[config.mk]
export PLATFORM = sky130hd
export DESIGN_NAME = unstripe_align_ctrl_flat
export DESIGN_NICKNAME = d
export VERILOG_FILES = /design/src/rtl/unstripe_align_if.sv /design/src/rtl/unstripe_align_ctrl.sv /design/src/flat_wrapper.sv
export SDC_FILE = /design/constraint.sdc
export NUM_CORES = 1
export LEC_CHECK = 0
export ABC_CLOCK_PERIOD_IN_PS = 4000
export BUFFER_PORTS_ARGS = -buffer_cell sky130_fd_sc_hd__buf_4
export CAP_MARGIN = 20
export CORE_ASPECT_RATIO = 0.6
export CORE_UTILIZATION = 55
export CTS_CLUSTER_DIAMETER = 100
export CTS_CLUSTER_SIZE = 40
export DETAILED_ROUTE_END_ITERATION = 8
export GPL_ROUTABILITY_DRIVEN = 0
export MAX_ROUTING_LAYER = met4
export PLACE_DENSITY = 0.83
export SLEW_MARGIN = 0
export SYNTH_ARGS = -nofsm -noshare
export SYNTH_HDL_FRONTEND = slang
export SYNTH_SLANG_ARGS = --single-unit
[constraint.sdc]
create_clock -name clk -period 4 [get_ports clk]
set_clock_uncertainty 0.15 [all_clocks]
set_input_delay 0.2 -clock clk [delete_from_list [all_inputs] [get_ports clk]]
set_output_delay 0.2 -clock clk [all_outputs]
set_load 0.02 [all_outputs]
[src/rtl/unstripe_align_if.sv]
// Lane-side inputs and unstriper-side outputs of the lane alignment controller.
interface unstripe_align_if;
    logic [7:0] lane_data0, lane_data1, lane_data2, lane_data3;
    logic [3:0] lane_vld;
    logic [7:0] out_lane0, out_lane1, out_lane2, out_lane3;
    logic       unstrip_enb;
    logic       unstrip_clr;
    logic       aligned;
    logic       align_err;

    modport master (
        output lane_data0, lane_data1, lane_data2, lane_data3, lane_vld,
        input  out_lane0, out_lane1, out_lane2, out_lane3,
        input  unstrip_enb, unstrip_clr, aligned, align_err
    );

    modport slave (
        input  lane_data0, lane_data1, lane_data2, lane_data3, lane_vld,
        output out_lane0, out_lane1, out_lane2, out_lane3,
        output unstrip_enb, unstrip_clr, aligned, align_err
    );
endinterface

[src/rtl/unstripe_align_ctrl.sv]
// Four-lane deskew controller ahead of the byte unstriper: per-lane FIFOs lock on a
// common COM symbol, then release one word per 4-clock unstriper rotation.
module unstripe_align_ctrl #(
    parameter logic [7:0] COM        = 8'hBC,
    parameter int         DEPTH      = 4,
    parameter int         MAX_SKEW   = 3,
    parameter int         LOSS_LIMIT = 4
) (
    input  logic            clk,
    input  logic            rst,
    unstripe_align_if.slave bus
);
    localparam int          AW       = $clog2(DEPTH);
    localparam int          SW       = $clog2(MAX_SKEW + 2);
    localparam int          LW       = $clog2(LOSS_LIMIT + 1);
    localparam logic [AW:0] FULL_CNT = (AW+1)'(DEPTH);

    typedef enum logic [1:0] {HUNT, DESKEW, ALIGNED} state_t;

    state_t        state, state_nxt;
    logic [7:0]    lane_data [4];
    logic [7:0]    mem [4][DEPTH];
    logic [AW-1:0] wptr [4];
    logic [AW-1:0] rptr [4];
    logic [AW:0]   cnt [4];
    logic [7:0]    head [4];
    logic [7:0]    out_q [4];
    logic [3:0]    locked, lock_now, wr_req, empty, full, head_com;
    logic [1:0]    first_lane, first_sel, slot;
    logic [SW-1:0] skew_cnt;
    logic [LW-1:0] loss_cnt;
    logic          pop, underflow, overflow, skew_inc, skew_fail, loss_bad, loss_fail, fail;
    logic          enb_q, aligned_q, err_q, clr_q, clr_pend;

    assign lane_data[0] = bus.lane_data0;
    assign lane_data[1] = bus.lane_data1;
    assign lane_data[2] = bus.lane_data2;
    assign lane_data[3] = bus.lane_data3;

    always_comb begin
        state_nxt = state;
        first_sel = 2'd0;
        head      = '{default: '0};
        lock_now  = '0;
        wr_req    = '0;
        empty     = '0;
        full      = '0;
        head_com  = '0;
        for (int i = 0; i < 4; i++) begin
            head[i]     = mem[i][rptr[i]];
            empty[i]    = (cnt[i] == '0);
            full[i]     = (cnt[i] == FULL_CNT);
            head_com[i] = (head[i] == COM);
            lock_now[i] = (state != ALIGNED) && !locked[i] && bus.lane_vld[i] && (lane_data[i] == COM);
            wr_req[i]   = bus.lane_vld[i] && (locked[i] || lock_now[i]);
        end
        // Lowest-numbered lane wins when several lock together; it paces the skew count.
        for (int i = 3; i >= 0; i--)
            if (lock_now[i]) first_sel = 2'(i);

        pop       = (state == ALIGNED) && (slot == 2'd0) && !(|empty);
        underflow = (state == ALIGNED) && (slot == 2'd0) && (|empty);
        overflow  = |(wr_req & full & ~{4{pop}});
        skew_inc  = (state == DESKEW) && bus.lane_vld[first_lane];
        skew_fail = skew_inc && (int'(skew_cnt) + 1 > MAX_SKEW);
        loss_bad  = pop && (|head_com) && !(&head_com);
        loss_fail = loss_bad && (int'(loss_cnt) + 1 >= LOSS_LIMIT);
        fail      = underflow || overflow || skew_fail || loss_fail;

        if (fail)
            state_nxt = HUNT;
        else if (&(locked | lock_now))
            state_nxt = ALIGNED;
        else if ((state == HUNT) && (|lock_now))
            state_nxt = DESKEW;
    end

    always_ff @(posedge clk or negedge rst) begin
        if (!rst) state <= HUNT;
        else      state <= state_nxt;
    end

    always_ff @(posedge clk or negedge rst) begin
        if (!rst) begin
            locked     <= '0;
            first_lane <= '0;
            slot       <= '0;
            skew_cnt   <= '0;
            loss_cnt   <= '0;
            enb_q      <= 1'b0;
            aligned_q  <= 1'b0;
            err_q      <= 1'b0;
            clr_q      <= 1'b0;
            clr_pend   <= 1'b1;
            for (int i = 0; i < 4; i++) begin
                wptr[i]  <= '0;
                rptr[i]  <= '0;
                cnt[i]   <= '0;
                out_q[i] <= '0;
            end
        end else begin
            err_q    <= fail;
            clr_q    <= fail || clr_pend;
            clr_pend <= 1'b0;
            if (fail) begin
                // Flush and unlock everything; out_q deliberately holds its last word.
                locked    <= '0;
                slot      <= '0;
                skew_cnt  <= '0;
                loss_cnt  <= '0;
                enb_q     <= 1'b0;
                aligned_q <= 1'b0;
                for (int i = 0; i < 4; i++) begin
                    wptr[i] <= '0;
                    rptr[i] <= '0;
                    cnt[i]  <= '0;
                end
            end else begin
                locked <= locked | lock_now;
                slot   <= (state == ALIGNED) ? slot + 2'd1 : 2'd0;
                if ((state == HUNT) && (|lock_now)) begin
                    first_lane <= first_sel;
                    skew_cnt   <= '0;
                end else if (skew_inc) begin
                    skew_cnt <= skew_cnt + 1'b1;
                end
                if (pop) begin
                    enb_q     <= 1'b1;
                    aligned_q <= 1'b1;
                    if (&head_com)     loss_cnt <= '0;
                    else if (loss_bad) loss_cnt <= loss_cnt + 1'b1;
                end
                for (int i = 0; i < 4; i++) begin
                    if (wr_req[i]) wptr[i] <= wptr[i] + 1'b1;
                    if (pop) begin
                        rptr[i]  <= rptr[i] + 1'b1;
                        out_q[i] <= head[i];
                    end
                    cnt[i] <= cnt[i] + (AW+1)'(wr_req[i]) - (AW+1)'(pop);
                end
            end
        end
    end

    always_ff @(posedge clk) begin
        for (int i = 0; i < 4; i++)
            if (wr_req[i] && !fail) mem[i][wptr[i]] <= lane_data[i];
    end

    assign bus.out_lane0   = out_q[0];
    assign bus.out_lane1   = out_q[1];
    assign bus.out_lane2   = out_q[2];
    assign bus.out_lane3   = out_q[3];
    assign bus.unstrip_enb = enb_q;
    assign bus.unstrip_clr = clr_q;
    assign bus.aligned     = aligned_q;
    assign bus.align_err   = err_q;
endmodule

[src/flat_wrapper.sv]
// flat-port wrapper written by rule: the top's interface ports become plain ports
module unstripe_align_ctrl_flat 
#(
    parameter logic [7:0] COM        = 8'hBC,
    parameter int         DEPTH      = 4,
    parameter int         MAX_SKEW   = 3,
    parameter int         LOSS_LIMIT = 4
)
  (clk, rst, bus_lane_data0, bus_lane_data1, bus_lane_data2, bus_lane_data3, bus_lane_vld, bus_out_lane0, bus_out_lane1, bus_out_lane2, bus_out_lane3, bus_unstrip_enb, bus_unstrip_clr, bus_aligned, bus_align_err);
  unstripe_align_if bus_i ();
  input  logic clk;
  input  logic rst;
  input wire logic [$bits(bus_i.lane_data0)-1:0] bus_lane_data0;
  input wire logic [$bits(bus_i.lane_data1)-1:0] bus_lane_data1;
  input wire logic [$bits(bus_i.lane_data2)-1:0] bus_lane_data2;
  input wire logic [$bits(bus_i.lane_data3)-1:0] bus_lane_data3;
  input wire logic [$bits(bus_i.lane_vld)-1:0] bus_lane_vld;
  output wire logic [$bits(bus_i.out_lane0)-1:0] bus_out_lane0;
  output wire logic [$bits(bus_i.out_lane1)-1:0] bus_out_lane1;
  output wire logic [$bits(bus_i.out_lane2)-1:0] bus_out_lane2;
  output wire logic [$bits(bus_i.out_lane3)-1:0] bus_out_lane3;
  output wire logic [$bits(bus_i.unstrip_enb)-1:0] bus_unstrip_enb;
  output wire logic [$bits(bus_i.unstrip_clr)-1:0] bus_unstrip_clr;
  output wire logic [$bits(bus_i.aligned)-1:0] bus_aligned;
  output wire logic [$bits(bus_i.align_err)-1:0] bus_align_err;
  assign bus_i.lane_data0 = bus_lane_data0;
  assign bus_i.lane_data1 = bus_lane_data1;
  assign bus_i.lane_data2 = bus_lane_data2;
  assign bus_i.lane_data3 = bus_lane_data3;
  assign bus_i.lane_vld = bus_lane_vld;
  assign bus_out_lane0 = bus_i.out_lane0;
  assign bus_out_lane1 = bus_i.out_lane1;
  assign bus_out_lane2 = bus_i.out_lane2;
  assign bus_out_lane3 = bus_i.out_lane3;
  assign bus_unstrip_enb = bus_i.unstrip_enb;
  assign bus_unstrip_clr = bus_i.unstrip_clr;
  assign bus_aligned = bus_i.aligned;
  assign bus_align_err = bus_i.align_err;
  unstripe_align_ctrl #(.COM(COM), .DEPTH(DEPTH), .MAX_SKEW(MAX_SKEW), .LOSS_LIMIT(LOSS_LIMIT)) u_core (.clk(clk), .rst(rst), .bus(bus_i));
endmodule
# Word-level counts from Yosys, hierarchy flattened
# Memory sizes are Yosys's and may differ from the RTL's.
# Index checks and enable logic that the tools add are counted.
# word_totals
regBits,80
ram_bits,128
input_bits,38
output_inout_bits,36
elab_cells,222
n_memories,1
# op_classes
addsub,21
n_lt_le_gt_ge,15
eq_ne,15
muxes,60
n_bitwise,13
reduce_logical,71
# memory_table
memory,words,width,rd,rd_clocked_by_memory_dff,wr,line_no,text
u_core.mem,4,32,4,0,4,unstripe_align_ctrl.sv:22,logic [7:0] mem [4][DEPTH];
# op_table
cell,count
32-bit 2-to-1 mux,4
8-bit 2-to-1 mux,14
8-bit binary-select mux with 2-bit select,4
8-bit demux with 2-bit select,4
"8-bit == test, second input constant",8
2-bit 2-to-1 mux,17
1-bit logical AND,33
"32-bit by 4-bit >= comparator with 1-bit output, second input constant",1
"32-bit by 3-bit greater-than comparator with 1-bit output, second input constant",1
"3-bit >= comparator, second input constant",8
2-bit NOT with 3-bit output,8
3-bit 2-to-1 mux,7
"2-bit by 1-bit adder with 2-bit output, second input constant",9
4-bit OR reduction,4
3-bit by 1-bit adder with 3-bit output,4
"3-bit == test, second input constant",4
3-bit logical NOT,4
"3-bit by 1-bit less-than comparator with 1-bit output, second input constant",4
12-bit 2-to-1 mux,1
3-bit by 1-bit subtractor with 3-bit output,4
2-bit nonzero test,5
3-bit nonzero test,3
"3-bit by 1-bit adder with 4-bit output, second input constant",2
4-bit bitwise AND,2
other kinds (16),40

# Longest topological paths before layout
# Gate-level depths: netlist (run 1).
# logic_depth
word_depth,16
ltp_mapped,11
mapped_depth_nobuf,10

# Worst setup path after synthesis (run 1)
# OpenSTA, ideal clock, no wires.
# synth_path
kind,flip-flop to flip-flop
from,reg u_core.rptr[4] (netlist bit)
to,"mem u_core.mem[0][0] (netlist bit), enable pin"
arrival_time_ns,2.437
setup_slack_ns,1.043
stages_incl_launch_ff,9
n_path_buf,2
period_less_slack_ns,2.957
path_cell_list,dfrtp_1 buf_4 mux4_2 nand4bb_1 nor2_2 a41o_1 o221ai_2 buf_2 nor2_1
# synth_lines
element,line_no,text
"start, declared",unstripe_align_ctrl.sv:24,logic [AW-1:0] rptr [4];
"start signal, assigned by index",unstripe_align_ctrl.sv:136,rptr[i] <= rptr[i] + 1'b1;
"end, declared",unstripe_align_ctrl.sv:22,

==> results.ini, run 1 <==
[run_status]
status = complete, no violations

[detailed_routing]
wl_per_cell_um = 19.97
ant_nets = 0
drtIter0Drc = 519
drc_errors = 0
wirelength_mm = 17.91
vias = 5124
viasPerCell = 5.712
drt_first_pass_iters = 6

[cts]
cts_buffer_depth = 3
cts_setup_buffers = 0
clk_pin_slew_ns = 0.14
cts_buffers = 9
cts.sinks = 208
cts_tree = yes
clockRootBuffer = clkbuf_16
cts_htree_levels = 1
clk_latency_ns = 0.48
ctsResizeCount = 0
cts_hold_buffers = 35

[global_route]
grt_pass1_vias = 5261
grt.total_usage_pct = 23.18
grt_max_degree = 51
grt_overflow = 0
grt_pass1_wl_mm = 28.68
antenna_found_initial = 0

[floorplan]
dieArea_um2 = 16880
std_cell_rows = 35
initial_core_util_pct = 57.37
die_h_um = 101.1
fp.dieW_um = 167.1
io_pins = 74
coreArea_um2 = 15680

[timing]
tns_ns = 0
slew_headroom_pct = 46.74
finalSetupViolCount = 0
final_max_slew_viol_count = 0
hold_viol = 0
fmax_mhz = 272.0
fin_crit_ns = 3.676
rsz0062_at_grt = false
tightest_slew_ns = 0.7889
period_share_pct = 91.91

[pwr]
ir_drop_v = 0.0003096
power.share.clock_pct = 22.1
seq_power_share_pct = 56.2
comb_power_share_pct = 21.7
netSwitchingFraction_pct = 28.53
internal_power_uw = 3452
switchingPower_uw = 1378
p_per_area_nw_per_um2 = 464.2
power_leakage_uw = 0.004185

[critical_path]
path_max_fanout = 46
cp.arrival_ns = 3.60
setup.worst_path.class = flop to flop
crit_required_ns = 3.92
cp-end-kind = flop
timing.rr.end = u_core.mem[2][7]$_DFFE_PP_
ff2ff_setup_slack_ns = 0.32
rr_startpoint = u_core.rptr[4]$_DFFE_PN0P_
start_kind = flop
r2r_cells = 7

[logic_synthesis]
ys_async_sr_fraction_pct = 38.46
ys.flop_type = edfxtp_1
ys_warn_count = 0
synth.distinct_cells = 57
yosysTopAreaCell = edfxtp_1
synth_top_area_share_pct = 42.74
synth_seq_area_share_pct = 65.01
synth_edf_count = 128
netlist_top_cells_area = edfxtp_1 43%, dfrtp_1 22%, mux4_2 8.0%
netlist_area_um2 = 8994
synth_nets = 651
synth_seq_cells = 208
syn_inst = 581
syn_avg_cell_area_um2 = 15.48

[worst_hold_path]
hold_path_class = input pin to flop
hold_start = bus_lane_vld[0]
hold_depth = 4
hold-path-endpoint = u_core.first_lane[0]$_DFFE_PN0P_

[finish]
drive_gt1_share_pct = 21.04
fin_nets = 762
final_common_cell = edfxtp_1
design_area_um2 = 10410
regArea_um2 = 5847
area_delta_synth_final_pct = 15.69
multi_input_area_um2 = 2859
mostFrequentLayoutCells = 128 x edfxtp_1, 85 x buf_4, 79 x dfrtp_1, 50 x nor2_1, 40 x inv_1
diodes = 0
fillCellCount = 1109

[placement]
post-dp-hpwl_mm = 13.20
dpl_cell_area_um2 = 9788
portBuffers = 73

[flow_run]
drv_cap = 0

[synth_stat cells (all sizes together), types with 2 or more instances]
| cell | count |
|---|---|
| a21oi | 4 |
| a31oi | 3 |
| and2 | 2 |
| and4b | 6 |
| buf | 19 |
| clkbuf | 3 |
| dfrtp | 79 |
| edfxtp | 128 |
| fa | 4 |
| ha | 28 |
| inv | 40 |
| mux2 | 34 |
| mux2i | 5 |
| mux4 | 32 |
| nand2 | 26 |
| nand2b | 4 |
| nand3 | 15 |
| nand4 | 8 |
| nand4b | 4 |
| nand4bb | 4 |
| nor2 | 54 |
| nor2b | 9 |
| nor3 | 5 |
| nor4 | 4 |
| nor4bb | 5 |
| o211ai | 3 |
| o21a | 2 |
| o21ai | 11 |
| o21ba | 2 |
| o22ai | 3 |
| xnor2 | 14 |
| xor2 | 4 |
[per-layer routing]
metal,track usage (%),share of wire [%]
met5,-,0
met4,3.561,1.2
met3,3.887,7.0
met2,34.89,44
met1,34.10,48
[flip-flops by register name (all words and copies together), names as in the netlist, 3 cells and up]
register and flops:
u_core.locked 4, u_core.wptr 8, u_core.rptr 8, u_core.skew_cnt 3
u_core.bus.out_lane1 8, u_core.bus.out_lane2 8, u_core.bus.out_lane3 8, u_core.cnt 12
u_core.mem 128, u_core.bus.out_lane0 8, u_core.loss_cnt 3
[worst max-delay path, cell delays in order, from the launching register on]
cell and delay [ns]:
dfrtp_1 0.74, mux4_2 0.59, nand4bb_1 0.24, nor2_2 0.26, a41o_1 0.29, o221ai_4 0.19
buf_12 0.25, nor2_1 0.53
[power by group through the flow]
stage	registers [µW]	clock network (µW)	logic (µW)
after floorplan	2650	0	858
after global placement	2740	0	950
after detailed placement	2760	0	1020
after CTS	2710	1090	1060
after global routing	2750	1150	1180
final	2710	1070	1050
[layout make-up]
type	count	share of cell area, %
inverter	40	1.443
sequential	208	56.19
timing repair buffer	122	9.885
tap	203	2.441
clock buffer	12	2.273
multi-input combinational	311	27.48
clock inverter	1	0.2886
[kinds of logic after synthesis]
family	Yosys count	share of synthesized area (%)
AND/OR/NAND/NOR	151	9.224
multiplexers	71	12.83
adder cells (fa/ha/maj)	32	4.786
buffers and inverters	62	3.325
AO/OA/AOI/OAI	38	3.033
XOR/XNOR	18	1.753
flip-flops	208	65.01
other	1	0.04170
[through the flow]
step / setup slack, ns / total power, µW / utilization [%] / hold WS (ns) / instances
after floorplan: 1.043 / 3507 / - / -0.2456 / 581
after global placement: 0.5408 / 3687 / 62.43 / 0.1164 / 849
after detailed placement: 0.3917 / 3778 / 62.43 / 0.1235 / 849
after CTS: 0.3091 / 4855 / 66.37 / 0.09825 / 897
after global routing: 0.09975 / 5078 / 66.37 / 0.1390 / 897
final: 0.3237 / 4830 / 66.37 / 0.1122 / 897
[how the worst max path moves through the flow]
stage | endpoint | slack (ns) | startpoint | cells past startpoint
floorplan | u_core.mem[0][0]$_DFFE_PP_ | 1.04 | u_core.rptr[4]$_DFFE_PN0P_ | 8
global placement | u_core.mem[1][2]$_DFFE_PP_ | 0.54 | u_core.rptr[6]$_DFFE_PN0P_ | 7
detailed placement | u_core.mem[2][2]$_DFFE_PP_ | 0.39 | u_core.rptr[4]$_DFFE_PN0P_ | 7
CTS | u_core.mem[2][7]$_DFFE_PP_ | 0.31 | u_core.rptr[4]$_DFFE_PN0P_ | 7
global route | u_core.mem[2][2]$_DFFE_PP_ | 0.1 | u_core.rptr[4]$_DFFE_PN0P_ | 7
finish | u_core.mem[2][7]$_DFFE_PP_ | 0.32 | u_core.rptr[4]$_DFFE_PN0P_ | 7
No activity file was read; power rests on OpenSTA's default activity.
==> run 2, diff against run 1 <==
==> constraint.sdc (replaced) <==
create_clock -name clk -period 4 [get_ports clk]
set_clock_uncertainty 0.15 [all_clocks]
set_input_delay 0.6 -clock clk [delete_from_list [all_inputs] [get_ports clk]]
set_output_delay 0.6 -clock clk [all_outputs]
set_load 0.02 [all_outputs]
==> run 2 against run 1 <==
Via count grew 0.76%. Final area down 2.8%. Register-to-register slack lost 0.03 ns. Die area stayed put. Largest cell class unchanged. Critical path type unchanged. Highest routed layer unchanged. Largest power group unchanged.
==> results.ini, run 2 (same netlist as run 1, synthesis figures left out) <==
[finish]
largest_reg_flops = 128  ; unchanged
mostFrequentLayoutCells = 128 x edfxtp_1, 89 x buf_4, 79 x dfrtp_1, 50 x nor2_1, 40 x inv_1
design_area_um2 = 10120  ; -2.8%
final_cells = 867  ; -3.3%
drive_gt1_share_pct = 22.74  ; +1.7 points
fin_nets = 733  ; -3.8%
area_delta_synth_final_pct = 12.51
final_common_cell = edfxtp_1
diodes = 0  ; unchanged

[pwr]
power.share.clock_pct = 22.1  ; about the same
ir_drop_v = 0.0002997  ; -3.2%
power_leakage_uw = 0.004075  ; -2.6%
switchingPower_uw = 1389  ; +0.77%
comb_power_share_pct = 22.1  ; +0.4 points
p_per_area_nw_per_um2 = 477.4  ; +2.8%
netSwitchingFraction_pct = 28.75  ; +0.22 points
internal_power_uw = 3442  ; -0.28%
seq_power_share_pct = 55.8  ; -0.4 points

[placement]
dpl_cell_area_um2 = 9818  ; +0.31%
post-dp-hpwl_mm = 13.42  ; +1.7%
post-place-ws_ns = 0.3291  ; -0.06253 ns
portBuffers = 73  ; unchanged
place_inst = 853  ; +0.47%

[critical_path]
crit_required_ns = 3.92  ; about the same
path_max_fanout = 47  ; +2.2%
cp-end-kind = flop
cp.arrival_ns = 3.62  ; +0.02 ns
start_kind = flop
setup.worst_path.class = flop to flop
crit_path_start = u_core.rptr[2]$_DFFE_PN0P_
r2r_cells = 7  ; unchanged
rr_startpoint = u_core.rptr[2]$_DFFE_PN0P_
timing.rr.end = u_core.mem[2][18]$_DFFE_PP_
ff2ff_setup_slack_ns = 0.30  ; -0.03 ns

[floorplan]
die_h_um = 101.1  ; unchanged
fp.dieW_um = 167.1  ; unchanged
std_cell_rows = 35  ; unchanged
coreArea_um2 = 15680  ; unchanged
io_pins = 74  ; unchanged
initial_core_util_pct = 57.37  ; unchanged
dieArea_um2 = 16880  ; unchanged

[timing]
period_share_pct = 92.57  ; +0.66 points
final_max_slew_viol_count = 0  ; unchanged
fin_crit_ns = 3.703  ; +0.02632 ns
rsz0062_at_grt = false
fmax_mhz = 270.1  ; -0.71%
tightest_slew_ns = 0.8735  ; +0.08460 ns
whs_ns = 0.1730  ; +0.06076 ns
finalSetupViolCount = 0  ; unchanged
tns_ns = 0  ; unchanged
hold_viol = 0  ; unchanged
slew_headroom_pct = 41.15  ; -5.6 points
worst_slack_ns = 0.2973  ; -0.02632 ns

[worst_hold_path]
hold_start = bus_lane_data0[2]
hold-path-endpoint = u_core.mem[0][26]$_DFFE_PP_
hold_path_class = input pin to flop
hold_depth = 1  ; -3

[cts]
clockRootBuffer = clkbuf_16
cts_tree = yes
cts_buffers = 9  ; unchanged
ctsResizeCount = 0  ; unchanged
clk_latency_ns = 0.48  ; about the same
cts_htree_levels = 1  ; unchanged
clk_pin_slew_ns = 0.13  ; about the same
cts_buffer_depth = 3  ; unchanged
cts.sinks = 208  ; unchanged

[global_route]
grt_pass1_vias = 5311  ; +0.95%
grt_overflow = 0  ; unchanged
grt_pass1_wl_mm = 29.15  ; +1.6%
grt.total_usage_pct = 23.58  ; +0.41 points
grt_max_degree = 81  ; +59%
antenna_found_initial = 0  ; unchanged

[detailed_routing]
viasPerCell = 5.955  ; +4.2%
ant_nets = 0  ; unchanged
vias = 5163  ; +0.76%
wl_per_cell_um = 21.05  ; +5.4%
drc_errors = 0  ; unchanged
wirelength_mm = 18.25  ; +1.9%
drtIter0Drc = 577  ; +11%
drt_first_pass_iters = 5  ; -1

[run_status]
status = complete, no violations

[flow_run]
drv_cap = 0  ; unchanged

## run 2: final cells by class
class	instances	area, µm²
Sequential cell	208	5847
Fill cell	1099	5559
Multi-Input combinational cell	311	2859
Timing Repair Buffer	93	745.7
Tap cell	203	254.0
Clock buffer	11	232.7
Inverter	40	150.1
Clock inverter	1	30.03
## run 2: worst max-delay path: stages (launching register included)
cell       delay, ns
dfrtp_1         0.71
mux4_2          0.59
nand4bb_1       0.15
nor2_2          0.09
o41ai_1         0.58
o221ai_4        0.23
buf_12          0.23
nor2_1          0.55
## run 2: routing by layer
metal | vias up | routed length (µm) | track usage [%]
li1 | 2294 | - | -
met1 | 2625 | 8332 | 33.96
met2 | 214 | 8245 | 35.05
met3 | 30 | 1405 | 5.222
met4 | 0 | 265 | 4.345
met5 | - | 0 | -
## run 2: timing repair
item | 4_1_cts | 5_1_grt
setup buffers | 0 | 0
hold endpoints to repair | 0 | 14
hold buffers | 0 | 1
## run 2: worst max-delay path by stage
stage,to,slack [ns],depth (start not counted)
detailed placement,u_core.mem[2][21]$_DFFE_PP_,0.33,7
global placement,u_core.mem[2][10]$_DFFE_PP_,0.60,7
floorplan,u_core.mem[0][0]$_DFFE_PP_,0.93,7
finish,u_core.mem[2][18]$_DFFE_PP_,0.30,7
CTS,u_core.mem[2][18]$_DFFE_PP_,0.26,7
global route,u_core.mem[2][18]$_DFFE_PP_,0.08,7
## run 2: power by group through the flow
| stage | Sequential, µW | Combinational, µW | Clock [µW] |
|---|---|---|---|
| 2_1_floorplan | 2650 | 858 | 0 |
| 3_3_place_gp | 2710 | 994 | 0 |
| 3_5_place_dp | 2740 | 1070 | 0 |
| 4_1_cts | 2700 | 1070 | 1090 |
| 5_1_grt | 2730 | 1190 | 1150 |
| 6_report | 2700 | 1070 | 1070 |
## run 2: metrics by stage
stage	total power [µW]	util, %
2_1_floorplan	3507	-
5_1_grt	5076	64.54
3_5_place_dp	3806	62.63
6_report	4831	64.54
4_1_cts	4855	64.30
3_3_place_gp	3707	62.63
==> run 3, diff against run 2 <==
==> constraint.sdc (replaced) <==
create_clock -name clk -period 4 [get_ports clk]
set_clock_uncertainty 0.15 [all_clocks]
set_input_delay 1 -clock clk [delete_from_list [all_inputs] [get_ports clk]]
set_output_delay 1 -clock clk [all_outputs]
set_load 0.02 [all_outputs]
==> run 3 against run 2 <==
Non-clock buffer count down 7. Die area unchanged. Critical path depth unchanged.
==> results.ini, run 3 (same netlist as run 1, synthesis figures left out) <==
[critical_path]
path_cells = mux4_2 > nand4bb_1 > nor2_2 > a41o_1 > o221ai_4 > buf_12 > nor2_1
path_max_fanout = 35  ; -26%
crit_required_ns = 3.93  ; about the same
cp.arrival_ns = 3.54  ; -0.08 ns
cp-end-kind = flop
crit_family = simple AND/OR/NAND/NOR gates
max_stage_delay_ns = 0.71  ; about the same
start_kind = flop
setup.worst_path.class = flop to flop
path_buf_inv = 1  ; unchanged
slowest_stage = dfrtp_1

[finish]
regArea_um2 = 5847  ; unchanged
final_common_cell = edfxtp_1
drive_gt1_share_pct = 22.04  ; -0.70 points
mostFrequentLayoutCells = 128 x edfxtp_1, 82 x buf_4, 79 x dfrtp_1, 50 x nor2_1, 40 x inv_1
multi_input_area_um2 = 2859  ; unchanged
area_delta_synth_final_pct = 12.08
diodes = 0  ; unchanged
largest_reg_flops = 128  ; unchanged
fin_nets = 726  ; -0.95%
fillCellCount = 1131  ; +2.9%
finish.utilization_pct = 64.29  ; -0.25 points

[floorplan]
fp.dieW_um = 167.1  ; unchanged
initial_core_util_pct = 57.37  ; unchanged
dieArea_um2 = 16880  ; unchanged
die_h_um = 101.1  ; unchanged
io_pins = 74  ; unchanged
std_cell_rows = 35  ; unchanged
coreArea_um2 = 15680  ; unchanged

[timing]
worst_slack_ns = 0.3826  ; +0.08523 ns
slew_headroom_pct = 41.87  ; +0.72 points
fin_crit_ns = 3.617  ; -0.08523 ns
finalSetupViolCount = 0  ; unchanged
final_max_slew_viol_count = 0  ; unchanged
rsz0062_at_grt = false
tightest_slew_ns = 0.8687  ; -0.004789 ns
hold_viol = 0  ; unchanged
tns_ns = 0  ; unchanged
period_share_pct = 90.44  ; -2.1 points
fmax_mhz = 276.4  ; +2.4%

[cts]
clk_pin_slew_ns = 0.14  ; about the same
cts_buffers = 9  ; unchanged
cts.sinks = 208  ; unchanged
clockRootBuffer = clkbuf_16
ctsResizeCount = 0  ; unchanged
cts_setup_buffers = 0  ; unchanged
cts_hold_buffers = 0  ; unchanged
cts_tree = yes
cts_htree_levels = 1  ; unchanged
cts_buffer_depth = 3  ; unchanged
clk_latency_ns = 0.49  ; about the same

[global_route]
antenna_found_initial = 0  ; unchanged
grt.total_usage_pct = 23.19  ; -0.40 points
met2_usage_pct = 33.31  ; -1.7 points
grt_pass1_vias = 5150  ; -3.0%
grt_util_met1_pct = 35.15  ; +1.2 points
busiest_layer = met1
grt_use_met3_pct = 4.319  ; -0.90 points
grt_pass1_wl_mm = 28.71  ; -1.5%
grt_max_degree = 81  ; unchanged
grt_overflow = 0  ; unchanged

[detailed_routing]
drt_first_pass_iters = 5  ; unchanged
wirelength_mm = 17.92  ; -1.8%
ant_nets = 0  ; unchanged
vias = 5038  ; -2.4%
wl_per_cell_um = 20.81  ; -1.1%
drc_errors = 0  ; unchanged
drtIter0Drc = 533  ; -7.6%
viasPerCell = 5.851  ; -1.7%

[placement]
post-dp-hpwl_mm = 13.16  ; -1.9%
post-place-ws_ns = 0.1147  ; -0.2144 ns
portBuffers = 73  ; unchanged

[run_status]
status = complete, no violations

[pwr]
ir_drop_v = 0.0003905  ; +30%
p_per_area_nw_per_um2 = 483.4  ; +1.3%
power_leakage_uw = 0.004041  ; -0.82%

[worst_hold_path]
hold_path_class = input pin to asynchronous set/reset pin

[flow_run]
drv_cap = 0  ; unchanged

[run 3: where the power goes]
group	total, µW	internal [µW]	switching [µW]
logic	1140	557	586
clock network	1080	437	642
registers	2650	2470	181
total	4870	3460	1410
[run 3: path summary, 6_finish.rpt]
kind,start,endpoint,slack [ns],cells after the start
setup / recovery,u_core.rptr[4]$_DFFE_PN0P_,u_core.mem[2][17]$_DFFE_PP_,0.38,7
hold / removal,rst,u_core.bus.out_lane1[2]$_DFFE_PN0P_,0.20,1
setup reg to reg,u_core.rptr[4]$_DFFE_PN0P_,u_core.mem[2][17]$_DFFE_PP_,0.38,7
hold reg to reg,u_core.slot[0]$_DFF_PN0_,u_core.slot[0]$_DFF_PN0_,0.30,1
max in group asynchronous,rst,u_core.clr_pend$_DFF_PN1_,2.86,2
min in group clk,u_core.slot[0]$_DFF_PN0_,u_core.slot[0]$_DFF_PN0_,0.30,1
[run 3: metal layers]
metal | up-vias | wire length [µm] | share of wire [%]
li1 | 2271 | - | -
met1 | 2586 | 8743 | 49
met2 | 166 | 7924 | 44
met3 | 15 | 1081 | 6.0
met4 | 0 | 171 | 0.95
met5 | - | 0 | 0
[run 3: final cells by class]
class,instances,area share [%]
inverters,40,1.490
multi-input cells,311,28.36
clock inverters,1,0.2979
repair buffers,86,6.976
well taps,203,2.520
flip-flops and latches,208,58.01
clock buffers,12,2.346
[run 3: worst register-to-register path: cells and delay by family, from the launching register on]
kind	cells	cell delay (ns)
AO/OA/AOI/OAI	2	0.51
buffers and inverters	1	0.23
flip-flops	1	0.71
multiplexers	1	0.59
AND/OR/NAND/NOR	3	1.02
[run 3: per-stage QoR]
stage               std cells  hold slack (ns)  instance area, µm²  total power, µW
floorplan                 581           0.2602                8994             3507
global placement          847           0.2741                9786             3747
detailed placement        847           0.2772                9786             3841
CTS                       860           0.2955               10050             4907
global route              861           0.1956               10080             5128
finish                    861           0.2008               10080             4873
